## config.mk

```make
export PLATFORM = sky130hd
export DESIGN_NAME = ysyx_22050612_lsu
export DESIGN_NICKNAME = d
export VERILOG_FILES = /design/src/rtl/ysyx_22050612_lsu.sv
export SDC_FILE = /design/constraint.sdc
export NUM_CORES = 1
export LEC_CHECK = 0
export CORE_AREA = 2 2 162 164
export CTS_BUF_LIST = sky130_fd_sc_hd__clkbuf_4 sky130_fd_sc_hd__clkbuf_8
export DETAILED_ROUTE_END_ITERATION = 6
export DIE_AREA = 0 0 164 166
export DONT_BUFFER_PORTS = 1
export REMOVE_ABC_BUFFERS = 1
export SKIP_CTS_REPAIR_TIMING = 1
export SYNTH_ARGS = -nofsm -noshare
export SYNTH_HDL_FRONTEND = slang
export SYNTH_SLANG_ARGS = --single-unit
```

## constraint.sdc

```tcl
create_clock -name clk -period 5.5 [get_ports clk]
set_input_delay 0.55 -clock clk [delete_from_list [all_inputs] [get_ports clk]]
set_output_delay 0.55 -clock clk [all_outputs]
set_load 0.1 [all_outputs]
```

## src/rtl/ysyx_22050612_lsu.sv

```systemverilog
// Multi-cycle load/store unit: one aligned 64-bit bus transaction per op,
// with lane formatting on both directions and a response timeout.
module ysyx_22050612_lsu #(
  parameter int unsigned TIMEOUT = 1023
) (
  input  logic        clk,
  input  logic        rst,
  input  logic        in_valid,
  output logic        in_ready,
  input  logic        in_wen,
  input  logic [1:0]  in_size,
  input  logic        in_unsigned,
  input  logic [63:0] in_addr,
  input  logic [63:0] in_wdata,
  input  logic [4:0]  in_rd,
  output logic        mem_req_valid,
  input  logic        mem_req_ready,
  output logic [63:0] mem_req_addr,
  output logic        mem_req_wen,
  output logic [63:0] mem_req_wdata,
  output logic [7:0]  mem_req_wmask,
  input  logic        mem_rsp_valid,
  input  logic [63:0] mem_rsp_data,
  output logic        out_valid,
  input  logic        out_ready,
  output logic        out_wen,
  output logic [4:0]  out_rd,
  output logic [63:0] out_data,
  output logic        out_err
);

  localparam int CW = $clog2(TIMEOUT + 1);
  localparam logic [CW-1:0] TMAX = CW'(TIMEOUT - 1);

  localparam logic [1:0] S_IDLE = 2'd0;
  localparam logic [1:0] S_REQ  = 2'd1;
  localparam logic [1:0] S_WAIT = 2'd2;
  localparam logic [1:0] S_DONE = 2'd3;

  logic [1:0]    state_q, state_d;
  logic [CW-1:0] cnt_q, cnt_d;
  logic          wen_q, wen_d;
  logic [1:0]    size_q, size_d;
  logic          uns_q, uns_d;
  logic [63:0]   addr_q, addr_d;
  logic [63:0]   wdata_q, wdata_d;
  logic [4:0]    rd_q, rd_d;
  logic          owen_q, owen_d;
  logic [63:0]   odata_q, odata_d;
  logic          oerr_q, oerr_d;
  logic [4:0]    ord_q, ord_d;

  logic          misal;
  logic [5:0]    shift;
  logic [7:0]    bmask;
  logic [63:0]   rsh;
  logic [63:0]   rfmt;
  logic          ld_wen;

  always_comb begin
    misal = 1'b0;
    unique case (in_size)
      2'd0: misal = 1'b0;
      2'd1: misal = in_addr[0];
      2'd2: misal = |in_addr[1:0];
      2'd3: misal = |in_addr[2:0];
    endcase
  end

  assign shift = {addr_q[2:0], 3'b000};
  assign rsh   = mem_rsp_data >> shift;

  always_comb begin
    bmask = 8'h00;
    rfmt  = 64'd0;
    unique case (size_q)
      2'd0: begin
        bmask = 8'h01;
        rfmt  = {{56{rsh[7] & ~uns_q}}, rsh[7:0]};
      end
      2'd1: begin
        bmask = 8'h03;
        rfmt  = {{48{rsh[15] & ~uns_q}}, rsh[15:0]};
      end
      2'd2: begin
        bmask = 8'h0F;
        rfmt  = {{32{rsh[31] & ~uns_q}}, rsh[31:0]};
      end
      2'd3: begin
        bmask = 8'hFF;
        rfmt  = rsh;
      end
    endcase
  end

  assign ld_wen = !wen_q && (rd_q != 5'd0);

  always_comb begin
    state_d = state_q;
    cnt_d   = cnt_q;
    wen_d   = wen_q;
    size_d  = size_q;
    uns_d   = uns_q;
    addr_d  = addr_q;
    wdata_d = wdata_q;
    rd_d    = rd_q;
    owen_d  = owen_q;
    odata_d = odata_q;
    oerr_d  = oerr_q;
    ord_d   = ord_q;
    unique case (state_q)
      S_IDLE: begin
        if (in_valid) begin
          wen_d   = in_wen;
          size_d  = in_size;
          uns_d   = in_unsigned;
          addr_d  = in_addr;
          wdata_d = in_wdata;
          rd_d    = in_rd;
          if (misal) begin
            state_d = S_DONE;
            owen_d  = 1'b0;
            odata_d = 64'd0;
            oerr_d  = 1'b1;
            ord_d   = in_rd;
          end else begin
            state_d = S_REQ;
          end
        end
      end
      S_REQ: begin
        if (mem_req_ready) begin
          state_d = S_WAIT;
          cnt_d   = '0;
        end
      end
      S_WAIT: begin
        // a response on the expiry edge still completes normally
        if (mem_rsp_valid) begin
          state_d = S_DONE;
          owen_d  = ld_wen;
          odata_d = ld_wen ? rfmt : 64'd0;
          oerr_d  = 1'b0;
          ord_d   = rd_q;
        end else if (cnt_q == TMAX) begin
          state_d = S_DONE;
          owen_d  = 1'b0;
          odata_d = 64'd0;
          oerr_d  = 1'b1;
          ord_d   = rd_q;
        end else begin
          cnt_d = cnt_q + 1'b1;
        end
      end
      S_DONE: begin
        if (out_ready) begin
          state_d = S_IDLE;
          owen_d  = 1'b0;
          odata_d = 64'd0;
          oerr_d  = 1'b0;
          ord_d   = 5'd0;
        end
      end
    endcase
  end

  always_ff @(posedge clk) begin
    if (rst) begin
      state_q <= S_IDLE;
      cnt_q   <= '0;
      wen_q   <= 1'b0;
      size_q  <= 2'd0;
      uns_q   <= 1'b0;
      addr_q  <= 64'd0;
      wdata_q <= 64'd0;
      rd_q    <= 5'd0;
      owen_q  <= 1'b0;
      odata_q <= 64'd0;
      oerr_q  <= 1'b0;
      ord_q   <= 5'd0;
    end else begin
      state_q <= state_d;
      cnt_q   <= cnt_d;
      wen_q   <= wen_d;
      size_q  <= size_d;
      uns_q   <= uns_d;
      addr_q  <= addr_d;
      wdata_q <= wdata_d;
      rd_q    <= rd_d;
      owen_q  <= owen_d;
      odata_q <= odata_d;
      oerr_q  <= oerr_d;
      ord_q   <= ord_d;
    end
  end

  assign in_ready      = (state_q == S_IDLE) && !rst;
  assign mem_req_valid = (state_q == S_REQ);
  assign mem_req_addr  = mem_req_valid ? {addr_q[63:3], 3'b000} : 64'd0;
  assign mem_req_wen   = mem_req_valid && wen_q;
  assign mem_req_wmask = mem_req_wen ? (bmask << addr_q[2:0]) : 8'h00;
  assign mem_req_wdata = mem_req_wen ? (wdata_q << shift) : 64'd0;
  assign out_valid     = (state_q == S_DONE);
  assign out_wen       = owen_q;
  assign out_rd        = ord_q;
  assign out_data      = odata_q;
  assign out_err       = oerr_q;

endmodule

```

# == Yosys cells after proc, flatten, opt, wreduce, memory -nomap -nowiden ==
# Index checks and enable logic that the tools add are counted.
# totals
register_bits,220
output_inout_bits,211
# classes
n_addsub,1
n_bitwise,4
eq_ne,17
shift,3
reduce_logical,17
muxes,41
# op_table
op,n
64-bit 2-to-1 mux,8
64-bit case mux with 4 select lines,1
64-bit case mux with 3 select lines,1
64-bit by 6-bit left shift with 64-bit output,1
64-bit by 6-bit right shift with 64-bit output,1
8-bit case mux with 4 select lines,1
10-bit 2-to-1 mux,3
5-bit 2-to-1 mux,5
10-bit case mux with 2 select lines,1
5-bit case mux with 3 select lines,1
2-bit == test (second input constant),6
2-bit 2-to-1 mux,6
10-bit by 1-bit adder with 10-bit output (second input constant),1
10-bit == test (second input constant),1
1-bit 2-to-1 mux,9
8-bit 2-to-1 mux,1
2-bit inequality test (second input constant),4
2-bit case mux with 4 select lines,1
4-bit AND reduction,2
8-bit by 3-bit left shift with 8-bit output,1
2-bit by 1-bit == test with 1-bit output (second input constant),3
2-bit zero test,3
1-bit case mux with 3 select lines,2
5-bit AND reduction,1
other kinds (13),19

# == Depth between registers and ports, before layout ==
# Gate-level depths: netlist of the first run.
# depth
word_depth,6
ltp_mapped,10
depth_no_buf,7

# == Least setup slack after synthesis of the first run ==
# OpenSTA, ideal clock, no wires.
# synth_path
kind,register to output
start,register state_q[1]
end,output mem_req_wmask[6]
path_stages_with_launch,7
path_slack_ns,-1.561
path_buffers,2
arrival_ns,6.511
path_cell_list,dfxtp_1 inv_1 ha_1 clkbuf_1 nand2_1 clkbuf_1 a2111oi_0
# synth_via
elab_chain_cells,3
# synth_lines
item,line,text
from (decl),40,"logic [1:0] state_q, state_d;"
from (signal assigned),182,state_q <= state_d;
2-bit by 1-bit == test with 1-bit output,198,assign mem_req_valid = (state_q == S_REQ);
net mem_req_valid,16,"output logic mem_req_valid,"
1-bit logical AND,200,assign mem_req_wen = mem_req_valid && wen_q;
8-bit 2-to-1 mux,201,assign mem_req_wmask = mem_req_wen ? (bmask << addr_q[2:0]) : 8'h00;
to (decl),21,"output logic [7:0] mem_req_wmask,"
# The timed path passes the listed nets, and every way through them passes these cells.

# == Worst setup path in the final report of the first run ==
# layout_path
start,register addr_q[2]
end,output mem_req_wdata[43]
# layout_via
elab_chain_cells,2
# layout_lines
item,line,text
from (decl),45,"logic [63:0] addr_q, addr_d;"
from (signal assigned),187,addr_q <= addr_d;
64-bit by 6-bit left shift with 64-bit output,202,assign mem_req_wdata = mem_req_wen ? (wdata_q << shift) : 64'd0;
64-bit 2-to-1 mux,202,
to (decl),20,"output logic [63:0] mem_req_wdata,"
# No other way between the ends.

==> run_results.csv, run 1 <==
group,metric,value,unit
critical_path,end_kind,"primary output",
sta,min_period_over_period,73.1,%
place,dp_hpwl,27300,µm
cts,clkTransAtPathRegs,60,ps
pwr,leakage,4.92,nW
run_status,status,"finished clean",
global_routing,grt.total_usage,28.7,%
critical_path,reg2reg_depth,6,
cells_and_area,fill_cells,2449,
synthesis,yosysWarnings,0,
sta,maxSlewHeadroom,19.7,%
critical_path,worstPathRequired,4950,ps
cells_and_area,layout_common_cells,"343 x nand2_1, 217 x dfxtp_1, 183 x a21oi_1, 77 x and2_1, 74 x mux2i_1",
synthesis,synth-edff-count,0,
cells_and_area,area_growth,9.76,%
synthesis,ys_ff_latch,220,
route,vias,10987,
die,start_util,49.0,%
sta,hold_viol_final,0,
global_routing,grt_max_degree,157,
cts,cts_sinks,220,
synthesis,synth_cells,1495,
synthesis,avgSynthCellArea,8.40,µm²
sta,rsz0062_at_grt,"false",
critical_path,startpoint,"addr_q[2]",
sta,timing.fmax,249,MHz
die,die_y,166,µm
sta,fin_worst_skew,13.1,ps
synthesis,ys_types,54,
place,port_buffers,0,
global_routing,grt_pass1_vias,10745,
cells_and_area,layout_commonest_cell,"nand2_1",
global_routing,gr-max-usage-layer,"met2",
cts,cts_tree,"yes",
critical_path,endpoint,"mem_req_wdata[43]",
critical_path,path_class,"reg -> out",
pwr,power,0.00609,W
critical_path,r2r_start,"addr_q[1]",
route,drt_drc_violations_left,0,
global_routing,grt_use_met2,44.4,%
critical_path,timing.rr.end,"out_data[23]",
cts,cts-root-buf,"clkbuf_8",
sta,tightest_slew,1200,ps
critical_path,cp_max_fo,25,
global_routing,use_met1,37.6,%
critical_path,arrival,3470,ps
cts,htree_levels,2,
route,dr.pass1.iters,5,
synthesis,synthFlopType,"dfxtp_1",
synthesis,seq_area_frac_synth,35.1,%
route,wl_per_cell,22.4,µm
critical_path,start_kind,"register",
global_routing,grt_antenna_before_repair,1,
die,die_area,27200,µm²
cts,clk_latency,520,ps
die,num_rows,59,
global_routing,grt_pass1_wl,61900,µm
sta,whs,99.6,ps
sta,maxSlewViolCount,0,
cts,cts_buffer_depth,3,
route,dr.first_iter.drc_count,996,
pwr,vdd_drop_max,0.357,mV
route,ant_nets,0,
sta,fin_crit,4020,ps
cells_and_area,post-route-util,53.8,%
sta,timing.setup.tns,0,ps
global_routing,overflow,0,
critical_path,r2r_setup_slack,1860,ps
place,place_congestion,0.878,
route,avgViaCountPerCell,6.06,
synthesis,netlist_area,12600,µm²
die,die_width,164,µm
pwr,powerDensity,442,nW/µm²
cells_and_area,drive_above_1_share,19.8,%
hold_path,hold_start,"rst",
hold_path,hp-class,"in -> reg",
die,fp.coreArea,25600,µm²
job,maxCapViolations,0,
sta,setup-violations-final,0,
route,drt-total-wl,40700,µm
cts,cts_buffers,41,
synthesis,synth_async_sr_flop_share,0,%
global_routing,grtUsageMet3,7.99,%
cells_and_area,n_antenna_cell,0,
cells_and_area,nNetsFinal,1669,
die,num_io_pins,418,
## through the flow
step           std cells  cell area [µm²]  setup slack [ps]
2_1_floorplan       1360            11900             -4250
5_1_grt             1812            13800              1350
3_3_place_gp        1747            13000              1940
3_5_place_dp        1747            13000              1860
4_1_cts             1812            13800              1440
6_report            1812            13800              1480
## cell type report
class / instances / area (µm²) / share of cell area (%)
repair buffers: 52 / 450 / 3.27
inverters: 23 / 86.3 / 0.626
multi-input cells: 1117 / 7590 / 55.1
well taps: 335 / 419 / 3.04
clock inverters: 2 / 12.5 / 0.0908
clock buffers: 63 / 811 / 5.88
flip-flops and latches: 220 / 4410 / 32.0
## critical path, cell delays in order, from the launching register on
cell     delay, ps
dfxtp_2        520
buf_4          330
nor2b_2        940
a22oi_1        270
nor2_2         860
## synthesized netlist by cell type (all sizes together) (2+ instances only)
master | count | area share, %
a2111oi | 6 | 0.42
a211oi | 11 | 0.66
a21oi | 183 | 7.3
a22o | 43 | 3.0
a22oi | 16 | 0.96
and2 | 80 | 4.0
and3 | 10 | 0.50
buf | 51 | 2.6
clkbuf | 86 | 2.6
dfxtp | 220 | 35
ha | 7 | 0.70
inv | 23 | 0.69
mux2 | 32 | 2.9
mux2i | 74 | 5.9
mux4 | 56 | 10
nand2 | 346 | 10
nand2b | 10 | 0.50
nand3 | 45 | 2.9
nand4 | 3 | 0.15
nor2 | 82 | 2.5
nor2b | 3 | 0.15
nor3 | 9 | 0.36
nor3b | 5 | 0.30
o211ai | 4 | 0.24
o21ai | 26 | 1.0
o22ai | 9 | 0.45
o2bb2ai | 29 | 2.0
o31ai | 2 | 0.23
or2 | 2 | 0.10
xnor2 | 8 | 0.56
## kinds of logic (layout without fill, tap and decap cells)
logic type	after synthesis	in the layout	share of synthesized area [%]
AO/OA/AOI/OAI	337	337	16.9
XOR/XNOR	8	8	0.558
adder cells (fa/ha/maj)	7	7	0.697
buffers and inverters	160	140	5.88
flip-flops	220	220	35.1
multiplexers	162	162	18.8
other	1	3	0.0299
AND/OR/NAND/NOR	600	600	22.1
## report_power, final
| group | total, W | leakage, nW | switching, W | internal [W] |
|---|---|---|---|---|
| clock network | 0.00160 | 0.434 | 0.000676 | 0.000926 |
| logic | 0.00219 | 2.69 | 0.00153 | 0.000658 |
| registers | 0.00230 | 1.79 | 0.000481 | 0.00182 |
## layer usage
metal | routed length [µm] | vias up
met5 | 18 | -
met4 | 1660 | 2
met3 | 4020 | 111
met2 | 18400 | 535
met1 | 16500 | 5202
li1 | - | 5137
## worst min path at each step
stage,endpoint,slack (ps),depth (start not counted)
global route,addr_q[63],80,1
global placement,addr_q[35],430,2
finish,addr_q[63],100,1
detailed placement,addr_q[44],440,2
floorplan,addr_q[10],430,2
CTS,addr_q[63],60,1
## flip-flops by register name (all words and copies together) (netlist names)
signal    count
out_rd        5
out_wen       1
addr_q       64
uns_q         1
wdata_q      64
out_data     64
out_err       1
size_q        2
wen_q         1
cnt_q        10
state_q       2
rd_q          5
No activity file was read; power rests on OpenSTA's default activity.
==> inputs of run 2 (changes only) <==
==> constraint.sdc (replaced) <==
create_clock -name clk -period 3.9 [get_ports clk]
set_input_delay 0.39 -clock clk [delete_from_list [all_inputs] [get_ports clk]]
set_output_delay 0.39 -clock clk [all_outputs]
set_load 0.1 [all_outputs]
==> run 2 against run 1 <==
  * The flow now finishes with violations (negative hold slack)
  * Worst hold slack worse by 100 ps
  * Clock power is 44% higher
  * First-iteration DRC count decreased by 2.5%
  * Largest cell class unchanged
  * Highest routed layer is now met4
  * Die area stayed put
  * Clock-buffer cell count up 2
==> run_results.csv, run 2 (synthesis gave the netlist of run 1 again) <==
group,metric,value,unit
die,die_width,164,µm
pwr,power,0.00881,W
critical_path,reg2reg_depth,6,
global_routing,grt_pass1_wl,62100,µm
sta,tightest_slew,1090,ps
cts,cts_buffers,41,
global_routing,grt.total_usage,28.9,%
pwr,p_int,0.00491,W
sta,whs,-0.483,ps
cells_and_area,drive_above_1_share,21.6,%
cells_and_area,layout_common_cells,"343 x nand2_1, 217 x dfxtp_1, 183 x a21oi_1, 77 x and2_1, 74 x mux2i_1",
cells_and_area,area_growth,23.2,%
route,drt-total-wl,42000,µm
pwr,p_sw,0.00390,W
critical_path,r2r_setup_slack,990,ps
sta,fin_worst_skew,16.8,ps
critical_path,arrival,3110,ps
cells_and_area,nNetsFinal,1787,
route,ant_nets,0,
critical_path,r2r_start,"addr_q[2]",
run_status,status,"complete, but fails checks",
hold_path,hold_end,"wdata_q[48]",
cts,htree_levels,2,
die,fp.coreArea,25600,µm²
sta,maxSlewHeadroom,26.9,%
sta,fin_crit,3500,ps
die,die_y,166,µm
critical_path,start_kind,"register",
hold_path,holdPathStages,2,
place,place_congestion,0.884,
route,drt_drc_violations_left,0,
sta,rsz0062_at_grt,"false",
cells_and_area,fin_area,15500,µm²
global_routing,grt_pass1_vias,10798,
global_routing,grt_antenna_before_repair,1,
pwr,powerDensity,569,nW/µm²
pwr,pwr-share-seq,37.0,%
route,wl_per_cell,21.7,µm
place,dp_hpwl,27800,µm
critical_path,timing.rr.end,"out_data[62]",
place,port_buffers,0,
run_status,failed_checks,"negative hold slack",
die,start_util,49.0,%
place,dpl_cell_area,13900,µm²
cts,cts_buffer_depth,3,
pwr,leakage,5.63,nW
global_routing,grt_max_degree,157,
cells_and_area,post-route-util,60.4,%
cts,clkTransAtPathRegs,60,ps
pwr,p_comb_share,36.9,%
cts,clk_latency,530,ps
sta,min_period_over_period,89.8,%
die,num_rows,59,
cells_and_area,layout_commonest_cell,"nand2_1",
route,dr.pass1.iters,5,
critical_path,end_kind,"primary output",
critical_path,worstPathRequired,3510,ps
global_routing,overflow,0,
sta,maxSlewViolCount,0,
route,vias,11627,
cts,cts-root-buf,"clkbuf_8",
job,maxCapViolations,0,
critical_path,path_class,"reg -> out",
critical_path,cp_max_fo,22,
die,die_area,27200,µm²
pwr,vdd_drop_max,0.407,mV
cts,cts_sinks,220,
route,dr.first_iter.drc_count,971,
route,avgViaCountPerCell,6.01,
hold_path,hold_start,"in_wdata[48]",
pwr,swShare,44.2,%
sta,timing.fmax,286,MHz
sta,hold_viol_final,2,
cts,cts_tree,"yes",
pwr,clkPwrFrac,26.1,%
sta,setup-violations-final,0,
die,num_io_pins,418,
hold_path,hp-class,"in -> reg",
run 2: cell count changes in the layout (fill, tap and decap cells not counted), moves of 3 or more:
cell           before  now
buf_12              0   47
clkbuf_4            9   14
clkbuf_8           54   51
clkinv_2            1    4
dlygate4sd3_1       0   71
run 2: area by class of cell:
type                            count  area (µm²)
Multi-Input combinational cell   1117        7600
Clock buffer                       65         807
Antenna cell                        1        2.50
Clock inverter                      5        28.8
Timing Repair Buffer              170        2120
Sequential cell                   220        4410
Inverter                           23        86.3
Fill cell                        2184       10100
Tap cell                          335         419
run 2: worst max-delay path by stage:
stage,from,to,slack [ps],cells past startpoint
6_report,addr_q[2],mem_req_wdata[35],400,5
5_1_grt,addr_q[0],mem_req_wdata[63],340,7
4_1_cts,addr_q[2],mem_req_wdata[33],440,5
3_5_place_dp,addr_q[2],mem_req_wdata[33],1010,5
3_3_place_gp,addr_q[2],mem_req_wdata[37],1040,5
2_1_floorplan,addr_q[0],mem_req_wmask[6],-5690,3
run 2: worst max-delay path: stages, from the launching register on:
cell     delay, ps
dfxtp_2        660
buf_4          460
nand2_1        120
nor2_1         810
a22o_1         330
buf_12         190
run 2: power by group through the flow:
| stage | logic (W) | registers (W) | clock network (W) |
|---|---|---|---|
| final | 0.00325 | 0.00326 | 0.00230 |
| after global routing | 0.00351 | 0.00330 | 0.00245 |
| after CTS | 0.00314 | 0.00325 | 0.00234 |
| after detailed placement | 0.00313 | 0.00329 | 0 |
| after global placement | 0.00310 | 0.00328 | 0 |
| after floorplan | 0.00238 | 0.00327 | 0 |
run 2: per-stage QoR:
stage | cells | setup WS [ps] | TNS (ps) | hold WS (ps)
after global placement | 1793 | 1040 | 0 | 432
after floorplan | 1360 | -5690 | -306550 | 426
after CTS | 1863 | 437 | 0 | -88.9
final | 1936 | 398 | 0 | -0.483
after global routing | 1935 | 342 | 0 | 0.194
after detailed placement | 1793 | 1010 | 0 | 437
run 2: per-layer routing:
metal  track usage [%]  vias up  part of all wire [%]  routed length [µm]
met5                 0        -                     0                   0
met4              11.7        0                   3.8                1590
met2              46.0      582                    47               19800
met3              7.14       97                   9.5                4010
met1              37.6     5568                    40               16700
li1                  -     5380                     -                   -
